`config.mk`:
```
export PLATFORM = sky130hd
export DESIGN_NAME = btn_conditioner
export DESIGN_NICKNAME = d
export VERILOG_FILES = /design/src/rtl/btn_pkg.sv /design/src/rtl/btn_debounce_ch.sv /design/src/rtl/btn_conditioner.sv
export SDC_FILE = /design/constraint.sdc
export NUM_CORES = 1
export LEC_CHECK = 0
export ABC_AREA = 0
export CAP_MARGIN = 20
export CORE_MARGIN = 2
export CORE_UTILIZATION = 65
export CTS_CLUSTER_SIZE = 40
export DETAILED_ROUTE_END_ITERATION = 8
export DONT_BUFFER_PORTS = 1
export PLACE_DENSITY_LB_ADDON = 0.25
export SYNTH_ARGS = -nofsm -noshare
export SYNTH_HDL_FRONTEND = slang
export SYNTH_SLANG_ARGS = --single-unit
```
`constraint.sdc`:
```
create_clock -name clk -period 13.2 [get_ports clk]
set_input_delay 2.64 -clock clk [delete_from_list [all_inputs] [get_ports clk]]
set_output_delay 2.64 -clock clk [all_outputs]
set_load 0.02 [all_outputs]
```
`src/rtl/btn_pkg.sv`:
```
// Shared constants and types for the push-button conditioning stage.
package btn_pkg;

    localparam int BTN_C = 0;
    localparam int BTN_U = 1;
    localparam int BTN_D = 2;

    // Timing defaults for a 100 MHz clock.
    localparam int DEF_N_BTN           = 3;
    localparam int DEF_DEBOUNCE_CYCLES = 1_000_000;
    localparam int DEF_REPEAT_DELAY    = 50_000_000;
    localparam int DEF_REPEAT_PERIOD   = 10_000_000;

    typedef enum logic [1:0] {
        RPT_IDLE      = 2'd0,
        RPT_ARMED     = 2'd1,
        RPT_REPEATING = 2'd2
    } rpt_state_e;

endpackage

```
`src/rtl/btn_debounce_ch.sv`:
```
// One button channel: 2-flop synchroniser, debounce counter, press/release
// pulses and the hold-to-repeat FSM.
module btn_debounce_ch
    import btn_pkg::*;
#(
    parameter int DEBOUNCE_CYCLES = DEF_DEBOUNCE_CYCLES,
    parameter int REPEAT_DELAY    = DEF_REPEAT_DELAY,
    parameter int REPEAT_PERIOD   = DEF_REPEAT_PERIOD
) (
    input  logic clk_i,
    input  logic rst_i,
    input  logic btn_i,
    output logic level_o,
    output logic press_o,
    output logic release_o,
    output logic repeat_o
);

    localparam int DCW  = $clog2(DEBOUNCE_CYCLES);
    localparam int RMAX = (REPEAT_DELAY > REPEAT_PERIOD) ? REPEAT_DELAY : REPEAT_PERIOD;
    localparam int RCW  = (RMAX > 1) ? $clog2(RMAX) : 1;

    localparam logic [DCW-1:0] DC_LAST = DCW'(DEBOUNCE_CYCLES - 1);
    localparam logic [RCW-1:0] RD_LAST = RCW'((REPEAT_DELAY  > 0) ? REPEAT_DELAY  - 1 : 0);
    localparam logic [RCW-1:0] RP_LAST = RCW'((REPEAT_PERIOD > 0) ? REPEAT_PERIOD - 1 : 0);

    logic [1:0]     sync_q;
    logic [DCW-1:0] cnt_q, cnt_d;
    logic           level_q, level_d;
    logic           press_q, press_d;
    logic           release_q, release_d;
    logic           repeat_q, repeat_d;
    rpt_state_e     state_q, state_d;
    logic [RCW-1:0] rcnt_q, rcnt_d;
    logic           s;

    assign s = sync_q[1];

    // Any cycle where s agrees with the accepted level restarts the count.
    always_comb begin
        cnt_d     = '0;
        level_d   = level_q;
        press_d   = 1'b0;
        release_d = 1'b0;
        if (s != level_q) begin
            if (cnt_q == DC_LAST) begin
                level_d   = s;
                press_d   = s;
                release_d = ~s;
            end else begin
                cnt_d = cnt_q + DCW'(1);
            end
        end
    end

    always_comb begin
        state_d  = state_q;
        rcnt_d   = rcnt_q;
        repeat_d = 1'b0;
        if (REPEAT_DELAY != 0) begin
            unique case (state_q)
                RPT_IDLE: begin
                    if (press_d) begin
                        state_d = RPT_ARMED;
                        rcnt_d  = '0;
                    end
                end
                RPT_ARMED: begin
                    if (release_d) begin
                        state_d = RPT_IDLE;
                        rcnt_d  = '0;
                    end else if (rcnt_q == RD_LAST) begin
                        repeat_d = 1'b1;
                        rcnt_d   = '0;
                        state_d  = RPT_REPEATING;
                    end else begin
                        rcnt_d = rcnt_q + RCW'(1);
                    end
                end
                RPT_REPEATING: begin
                    if (release_d) begin
                        state_d = RPT_IDLE;
                        rcnt_d  = '0;
                    end else if (rcnt_q == RP_LAST) begin
                        repeat_d = 1'b1;
                        rcnt_d   = '0;
                    end else begin
                        rcnt_d = rcnt_q + RCW'(1);
                    end
                end
                default: begin
                    state_d = RPT_IDLE;
                    rcnt_d  = '0;
                end
            endcase
        end
    end

    always_ff @(posedge clk_i or posedge rst_i) begin
        if (rst_i) begin
            sync_q    <= '0;
            cnt_q     <= '0;
            level_q   <= 1'b0;
            press_q   <= 1'b0;
            release_q <= 1'b0;
            repeat_q  <= 1'b0;
            state_q   <= RPT_IDLE;
            rcnt_q    <= '0;
        end else begin
            sync_q    <= {sync_q[0], btn_i};
            cnt_q     <= cnt_d;
            level_q   <= level_d;
            press_q   <= press_d;
            release_q <= release_d;
            repeat_q  <= repeat_d;
            state_q   <= state_d;
            rcnt_q    <= rcnt_d;
        end
    end

    assign level_o   = level_q;
    assign press_o   = press_q;
    assign release_o = release_q;
    assign repeat_o  = repeat_q;

endmodule

```
`src/rtl/btn_conditioner.sv`:
```
// Conditions N_BTN raw push-buttons into clean levels and one-cycle
// press/release/repeat pulses; channels are fully independent.
module btn_conditioner
    import btn_pkg::*;
#(
    parameter int N_BTN           = DEF_N_BTN,
    parameter int DEBOUNCE_CYCLES = DEF_DEBOUNCE_CYCLES,
    parameter int REPEAT_DELAY    = DEF_REPEAT_DELAY,
    parameter int REPEAT_PERIOD   = DEF_REPEAT_PERIOD
) (
    input  logic             clk,
    input  logic             rst,
    input  logic [N_BTN-1:0] btn_in,
    output logic [N_BTN-1:0] btn_level,
    output logic [N_BTN-1:0] btn_press,
    output logic [N_BTN-1:0] btn_release,
    output logic [N_BTN-1:0] btn_repeat
);

    for (genvar g = 0; g < N_BTN; g++) begin : g_ch
        btn_debounce_ch #(
            .DEBOUNCE_CYCLES (DEBOUNCE_CYCLES),
            .REPEAT_DELAY    (REPEAT_DELAY),
            .REPEAT_PERIOD   (REPEAT_PERIOD)
        ) u_ch (
            .clk_i     (clk),
            .rst_i     (rst),
            .btn_i     (btn_in[g]),
            .level_o   (btn_level[g]),
            .press_o   (btn_press[g]),
            .release_o (btn_release[g]),
            .repeat_o  (btn_repeat[g])
        );
    end

endmodule

```
After elaboration in Yosys (flattened, before gate mapping)
Index checks and enable logic that the tools add are counted.

word-level totals
  flip-flop bits (word level) = 162
  bits in latches = 0
  bits in writable memories = 0
  bits in read-only memories = 0
  bits of input ports = 5
  output and inout bits = 12
  word-level logic and storage cells = 135
  memories kept = 0

operators by class
  add/subtract/negate cells = 6
  multipliers = 0
  div/mod/pow operators = 0
  magnitude comparators = 0
  eq/ne operators = 27
  shift-type cells = 0
  muxes and demuxes = 66
  bitwise gates (word level) = 3
  reductions and logical operators = 9

operators with widths
  cell                                                    count
  2-to-1 mux 26 bit                                       15
  case mux 26 bit (3 select lines)                        3
  2-to-1 mux 20 bit                                       6
  adder 26 x 1 -> 26 bit (second input constant)          3
  equality test 26 x 24 -> 1 bit (second input constant)  3
  equality test 26 bit (second input constant)            3
  adder 20 x 1 -> 20 bit (second input constant)          3
  equality test 20 bit (second input constant)            3
  2-to-1 mux 1 bit                                        24
  2-to-1 mux 2 bit                                        12
  case mux 2 bit (3 select lines)                         3
  != test 2 x 1 -> 1 bit (second input constant)          6
  != test 3 x 1 -> 1 bit (second input constant)          3
  AND reduction 3 bit                                     3
  equality test 2 x 1 -> 1 bit (second input constant)    3
  equality test 2 bit (second input constant)             3
  zero test 2 bit                                         3
  case mux 1 bit (2 select lines)                         3
  AND reduction 2 bit                                     3
  != test 1 bit                                           3
  inverter 1 bit                                          3

Logic depth before layout (Yosys ltp)
Gate-level depths: netlist of run 1.

  depth after elaboration = 5
  mapped depth = 9
  mapped depth without buffers = 7

Modules after synthesis
From an unflattened synthesis of run 1, not the netlist that was laid out.

unflattened totals
  cells, all modules = 918
  area, all modules = 8710.9 um2

modules (own cells, without submodules)
  module                          times used  cells an instance  area each (um2)  sequential area each (um2)
  btn_debounce_ch (g_ch[0].u_ch)  1           312                2944.1           1351.3
  btn_debounce_ch (g_ch[2].u_ch)  1           309                2925.3           1351.3
  btn_debounce_ch (g_ch[1].u_ch)  1           297                2841.5           1351.3

Worst setup path before layout of run 1
No wires, ideal clock.

  path kind = register -> output
  from = register g_ch[1].u_ch.level_q
  to = output port btn_level[1]
  arrival time = 534 ps
  data required time = 10560 ps
  path slack = 10026 ps
  cell stages (with the launch flop) = 2
  path buffers = 1
  path through = dfrtp_1 -> buf_4

RTL lines
  element                 RTL line                RTL
  start, declared         btn_debounce_ch.sv:29   logic level_q, level_d;
  start signal, assigned  btn_debounce_ch.sv:112  level_q <= level_d;
  end, declared           btn_conditioner.sv:14   output logic [N_BTN-1:0] btn_level,

No word-level cell between the ends.

Final worst setup path of run 1
  from = register g_ch[1].u_ch.level_q
  to = output port btn_level[1]

No word-level cell between the ends.

==> results of run 1 <==
==> worst reg2reg max path, stage by stage (launching register included) <==
cell and delay, ns:
dfrtp_1 0.43, or4_1 0.51, or4_1 0.56, o31ai_1 0.56
a21oi_1 0.29, nor2_1 0.76, nor2_1 0.14
==> registers in the layout, indices dropped and copies added (netlist names) <==
name and cells:
g_ch.u_ch.rcnt_q 78, g_ch.u_ch.cnt_q 60, g_ch.u_ch.state_q 6, g_ch.u_ch.sync_q 6, g_ch.u_ch.level_o 3, g_ch.u_ch.press_o 3, g_ch.u_ch.release_o 3, g_ch.u_ch.repeat_o 3
==> layer usage <==
metal / GRT usage, % / share of wire (%) / up-vias
li1: - / - / 3325
met1: 35.43 / 42 / 3469
met2: 46.48 / 50 / 239
met3: 6.322 / 5.0 / 52
met4: 11.99 / 2.7 / 0
met5: 0 / 0 / -
==> layout make-up <==
cell class	count	area, um^2
Antenna cell	1	2.502
Tap cell	176	220.2
Timing Repair Buffer	5	37.54
Clock buffer	20	446.7
Fill cell	917	3799
Sequential cell	162	4054
Multi-Input combinational cell	706	4280
Inverter	22	87.58
Clock inverter	12	157.7
==> power by group through the flow <==
stage | Clock [W] | Sequential (W) | Combinational, W
floorplan | 0 | 0.000511 | 0.0000146
global route | 0.000534 | 0.000503 | 0.0000216
global placement | 0 | 0.000511 | 0.0000181
detailed placement | 0 | 0.000511 | 0.0000189
finish | 0.000507 | 0.000502 | 0.0000182
CTS | 0.000512 | 0.000502 | 0.0000191
==> placed cells by master, fill, tap and decap left out, drive strengths merged, types with 6 or more instances in the layout <==
cell / n
nor3: 26
nor2: 108
o21ai: 23
a21o: 7
a21oi: 14
clkbuf: 20
dfrtp: 162
o311ai: 30
nand3: 92
o31ai: 13
ha: 16
a22oi: 8
and4: 7
or4: 11
nor4: 16
and2: 12
and3: 22
inv: 23
xor2: 39
nand4: 32
nand2: 109
xnor2: 27
or3: 12
nor2b: 6
nand2b: 10
==> synthesized netlist by cell type (6+ instances only) <==
cell type  number
dfrtp_1       162
nand2_1       109
nor2_1        108
nand3_1        92
xor2_1         39
nand4_1        32
o311ai_1       30
clkbuf_1       27
xnor2_1        27
nor3_1         26
and3_1         22
inv_1          22
ha_1           16
a21oi_1        14
nor4_1         14
buf_4          13
o21ai_1        13
o31ai_1        13
and2_1         12
or3_1          12
or4_1          11
nand2b_1       10
o21ai_0        10
a22oi_1         8
a21o_1          7
and4_1          7
nor2b_1         6
==> metrics by stage <==
stage / std cells / setup WS, ns
6_report: 1104 / 9.575
5_1_grt: 1104 / 9.343
4_1_cts: 1103 / 9.570
3_5_place_dp: 1071 / 9.110
3_3_place_gp: 1071 / 9.167
2_1_floorplan: 935 / 6.183
==> path summary, 6_finish.rpt <==
check / end / from / slack, ns
setup / recovery: btn_level[1] / g_ch[1].u_ch.level_o$_DFFE_PP0P_ / 9.58
hold / removal: g_ch[1].u_ch.sync_q[1]$_DFF_PP0_ / g_ch[1].u_ch.sync_q[0]$_DFF_PP0_ / 0.35
setup reg to reg: g_ch[2].u_ch.rcnt_q[21]$_DFFE_PP0P_ / g_ch[2].u_ch.cnt_q[6]$_DFF_PP0_ / 9.78
hold reg to reg: g_ch[1].u_ch.sync_q[1]$_DFF_PP0_ / g_ch[1].u_ch.sync_q[0]$_DFF_PP0_ / 0.35
max in group asynchronous: g_ch[1].u_ch.cnt_q[11]$_DFF_PP0_ / rst / 9.63
min in group asynchronous: g_ch[1].u_ch.press_o$_DFF_PP0_ / rst / 2.23
==> cell families after synthesis <==
| family | Yosys count | share of synthesized area [%] |
|---|---|---|
| fa+ha+maj | 16 | 2.317 |
| flops | 162 | 46.92 |
| mux | 5 | 0.6226 |
| xor+xnor | 66 | 6.690 |
| compound gates | 133 | 11.28 |
| buf+inv | 67 | 3.591 |
| simple gates | 486 | 28.58 |
==> results.yml, run 1 <==
finish:
  area_growth_pct: 7.472
  fin_util_pct: 70.97
  final_nets: 935
  stdcell_area_mm2: 0.009286
  layout-drive-gt1-share_pct: 5.178
die:
  dieArea_mm2: 0.01423
  boundaryPins: 17
  initial_core_util_pct: 66.04
  core.rowCount: 42
  fp.dieW_um: 119.3
  die_y_um: 119.3
  core-area_mm2: 0.01309
cts:
  clk_path_buf_depth: 2
  ctsHoldBuffers: 0
  path_clk_slew_ns: 0.06
  cts.sinks: 162
  numCtsBuffers: 17
  cts_tree: "yes"
  post_cts_buffers: 0
  cts_root_buffer: "clkbuf_16"
  htree_levels: 4
  clk_latency_ns: 0.44
  cts-resized-gates: 0
pwr:
  p_per_area_mw_per_mm2: 110.7
  power.total_w: 0.001028
  p_int_w: 0.0008059
  p_comb_share_pct: 1.8
  power_switching_w: 0.0002218
  p_leak_nw: 3.792
  peakVddDrop_mv: 0.09108
  power.share.clock_pct: 49.3
  switching_share_pct: 21.58
  sequentialPowerShare_pct: 48.9
yosys:
  ys_warn_count: 0
  synth_edf_count: 0
  yosys.area.top_type: "dfrtp_1"
  syn_area_mm2: 0.008641
  synth_top_cell_area_share_pct: 46.92
  ys_seq_area_share_pct: 46.92
  syn_nets: 956
  async_reset_ff_share_pct: 100.0
  synth_area_leaders: "dfrtp_1, nand3_1, nand2_1"
  ys.flop_type: "dfrtp_1"
  yosysUniqueCellTypes: 63
  synth_cells: 935
  synth_area_per_cell_um2: 9.241
  ys_ff_latch: 162
sta:
  period_needed_ns: 3.625
  finalCritPeriodShare_pct: 27.46
  worstMarginPinSlew_ns: 1.096
  rsz0062_at_grt: "false"
  fin_hold_ws_ns: 0.3491
  drv_slew: 0
  fmax_ghz: 0.2759
  hold_viol_final: 0
  finalClockSkew_ns: 0.008808
  fin_setup_tns_ns: 0
  setup_viol: 0
  slew_headroom_pct: 26.95
place:
  gp_congestion: 0.9062
  placed_cell_area_mm2: 0.008680
  hpwl_um: 12330
  io_buffers: 0
critical_path:
  crit_path_end_kind: "output port"
  reg2reg_depth: 6
  crit_arrival_ns: 0.98
  critPathRequiredTime_ns: 10.56
  path_depth: 0
  critPathKind: "reg -> out"
  cp-start-kind: "flip-flop"
  cp_max_fo: 5
grt:
  grt_overflow: 0
  globalRouteTotalUtil_pct: 27.98
  grt_pass1_vias: 6978
  grt_max_degree: 106
  grt_pass1_wl_um: 32280
  grt_antenna_before_repair: 1
worst_hold_path:
  min_delay_path_depth: 0
  hold_path.class: "reg -> reg"
route:
  wl_um: 18770
  drt_iter0_markers: 693
  vias: 7085
  wl_per_cell_um: 17.00
  first_pass_iters: 5
  drc_errors: 0
  ant_nets: 0
  viasPerCell: 6.418
run_status:
  status: "finished, final reports clean"
flow_run:
  maxCapViolCount: 0
No activity file was read; power rests on OpenSTA's default activity.
==> run 2: changes to the inputs <==
Settings changed: CORE_UTILIZATION 65 to 64.
Clock period 13.2 ns to 3.5 ns, I/O delays scaled along.
==> run 2 against run 1 <==
Sequential share of layout area decreased by 0.18 points. Critical path depth up 6. Clock power rose to 3.6 times the previous value. Sequential power rose to 3.8 times the previous value. Routed wire length shrank 5.5%. Critical path type is now reg -> reg. Critical endpoint is now g_ch[2].u_ch.rcnt_q[23]$_DFFE_PP0P_.
==> results.yml, run 2 (synthesis results as in run 1) <==
place:
  io_buffers: 0
  gp_congestion: 0.9261
  hpwl_um: 12050
  dp.cells: 1078
cts:
  numCtsBuffers: 17
  ctsHoldBuffers: 0
  clk_latency_ns: 0.43
  cts.sinks: 162
  cts-resized-gates: 0
  cts_tree: "yes"
  cts_root_buffer: "clkbuf_16"
  clk_path_buf_depth: 2
  htree_levels: 4
  post_cts_buffers: 0
  path_clk_slew_ns: 0.06
finish:
  reg.largest.list: "g_ch.u_ch.rcnt_q x78, g_ch.u_ch.cnt_q x60"
  final_nets: 942
  layout-drive-gt1-share_pct: 6.103
  layout_common_cells: "dfrtp_1, nand2_1, nor2_1, nand3_1, xor2_1"
  diodes: 0
  layout_commonest_cell: "dfrtp_1"
  largest_register_ffs: 78
  area_growth_pct: 7.906
  num-fill-cells: 945
  seq_area_mm2: 0.004054
  max_flop_register: "g_ch.u_ch.rcnt_q"
  fin_util_pct: 70.69
  final_cells: 1110
  multi_input_area_mm2: 0.004280
critical_path:
  reg2reg_depth: 6
  reg2reg_to: "g_ch[2].u_ch.rcnt_q[23]$_DFFE_PP0P_"
  critPathKind: "reg -> reg"
  critPathRequiredTime_ns: 3.81
  crit_path_end_kind: "flip-flop"
  r2r_start: "g_ch[2].u_ch.cnt_q[6]$_DFF_PP0_"
  cp_max_fo: 24
  r2r_slack_ns: 0.50
  crit_arrival_ns: 3.32
  cp-start-kind: "flip-flop"
grt:
  grt_max_degree: 116
  grt_overflow: 0
  grt_antenna_before_repair: 0
  grt_pass1_vias: 6614
  globalRouteTotalUtil_pct: 26.00
  grt_pass1_wl_um: 30670
die:
  initial_core_util_pct: 65.51
  dieArea_mm2: 0.01445
  die_y_um: 120.2
  boundaryPins: 17
  core.rowCount: 42
  fp.dieW_um: 120.2
  core-area_mm2: 0.01319
sta:
  fin_setup_tns_ns: 0
  finalClockSkew_ns: 0.007740
  drv_slew: 0
  worstMarginPinSlew_ns: 1.037
  finalCritPeriodShare_pct: 85.83
  fmax_ghz: 0.3329
  setup_viol: 0
  rsz0062_at_grt: "false"
  hold_viol_final: 0
  slew_headroom_pct: 30.87
  period_needed_ns: 3.004
route:
  first_pass_iters: 7
  ant_nets: 0
  drc_errors: 0
  vias: 6985
  viasPerCell: 6.293
  wl_um: 17740
  wl_per_cell_um: 15.98
  drt_iter0_markers: 593
pwr:
  p_per_area_mw_per_mm2: 403.7
  peakVddDrop_mv: 0.4341
  p_leak_nw: 3.815
run_status:
  status: "finished, final reports clean"
flow_run:
  maxCapViolCount: 0
worst_hold_path:
  hold_path.class: "in -> async"
==> run 2: cell count changes in the layout (fill, tap and decap cells not counted) <==
cell        before  now
buf_12           0    1
diode_2          1    0
clkbuf_8         1    2
clkbuf_1         2    0
clkinv_4         3    5
bufinv_16        3    1
inv_6            2    3
buf_4            5   11
clkinv_2         2    1
clkinvlp_4       3    4
==> run 2: per-stage QoR <==
stage                     total power (W)  cell area [um^2]  hold WS (ns)  setup slack (ns)
after detailed placement         0.002005              8743        0.3412            0.5141
after CTS                        0.003795              9324        0.1234            0.5079
after global routing             0.003882              9324        0.1315            0.3165
final                            0.003764              9324        0.1224            0.4959
after floorplan                  0.001983              8645        0.3312            0.7432
after global placement           0.002000              8743        0.3444            0.6201
==> run 2: worst max-delay path by stage <==
stage	start	to	slack, ns	cells after the start
detailed placement	g_ch[2].u_ch.cnt_q[6]$_DFF_PP0_	g_ch[2].u_ch.rcnt_q[23]$_DFFE_PP0P_	0.51	6
global placement	g_ch[2].u_ch.cnt_q[6]$_DFF_PP0_	g_ch[2].u_ch.rcnt_q[19]$_DFFE_PP0P_	0.62	6
global route	g_ch[2].u_ch.cnt_q[6]$_DFF_PP0_	g_ch[2].u_ch.rcnt_q[19]$_DFFE_PP0P_	0.32	6
CTS	g_ch[2].u_ch.cnt_q[6]$_DFF_PP0_	g_ch[2].u_ch.rcnt_q[23]$_DFFE_PP0P_	0.51	6
floorplan	rst	g_ch[0].u_ch.cnt_q[0]$_DFF_PP0_	0.74	1
finish	g_ch[2].u_ch.cnt_q[6]$_DFF_PP0_	g_ch[2].u_ch.rcnt_q[23]$_DFFE_PP0P_	0.50	6
==> run 2: area by class of cell <==
cell class	instances	area share [%]
clock buffers	19	4.858
well taps	176	2.362
inverters	22	0.9259
multi-input cells	706	45.91
flip-flops and latches	162	43.48
repair buffers	12	1.100
clock inverters	13	1.369
==> run 2: critical path: stages, from the launching register on <==
cell	delay [ns]
dfrtp_1	0.44
or4_1	0.52
or4_1	0.55
o31a_1	0.67
nor4_1	0.47
xnor2_1	0.17
nor2_1	0.07
==> run 2: power breakdown <==
part / switching [W] / internal (W) / leakage [nW]
Combinational: 0.0000577 / 0.0000152 / 1.30
Sequential: 0.0000111 / 0.00188 / 2.24
Clock: 0.000770 / 0.00103 / 0.277
Total: 0.000839 / 0.00293 / 3.82
==> run 2: routing by layer <==
layer	up-vias	global-route usage (%)	wire, um
met3	24	6.085	841
li1	3350	-	-
met4	0	8.897	257
met5	-	0	0
met2	199	42.22	8749
met1	3412	34.53	7891
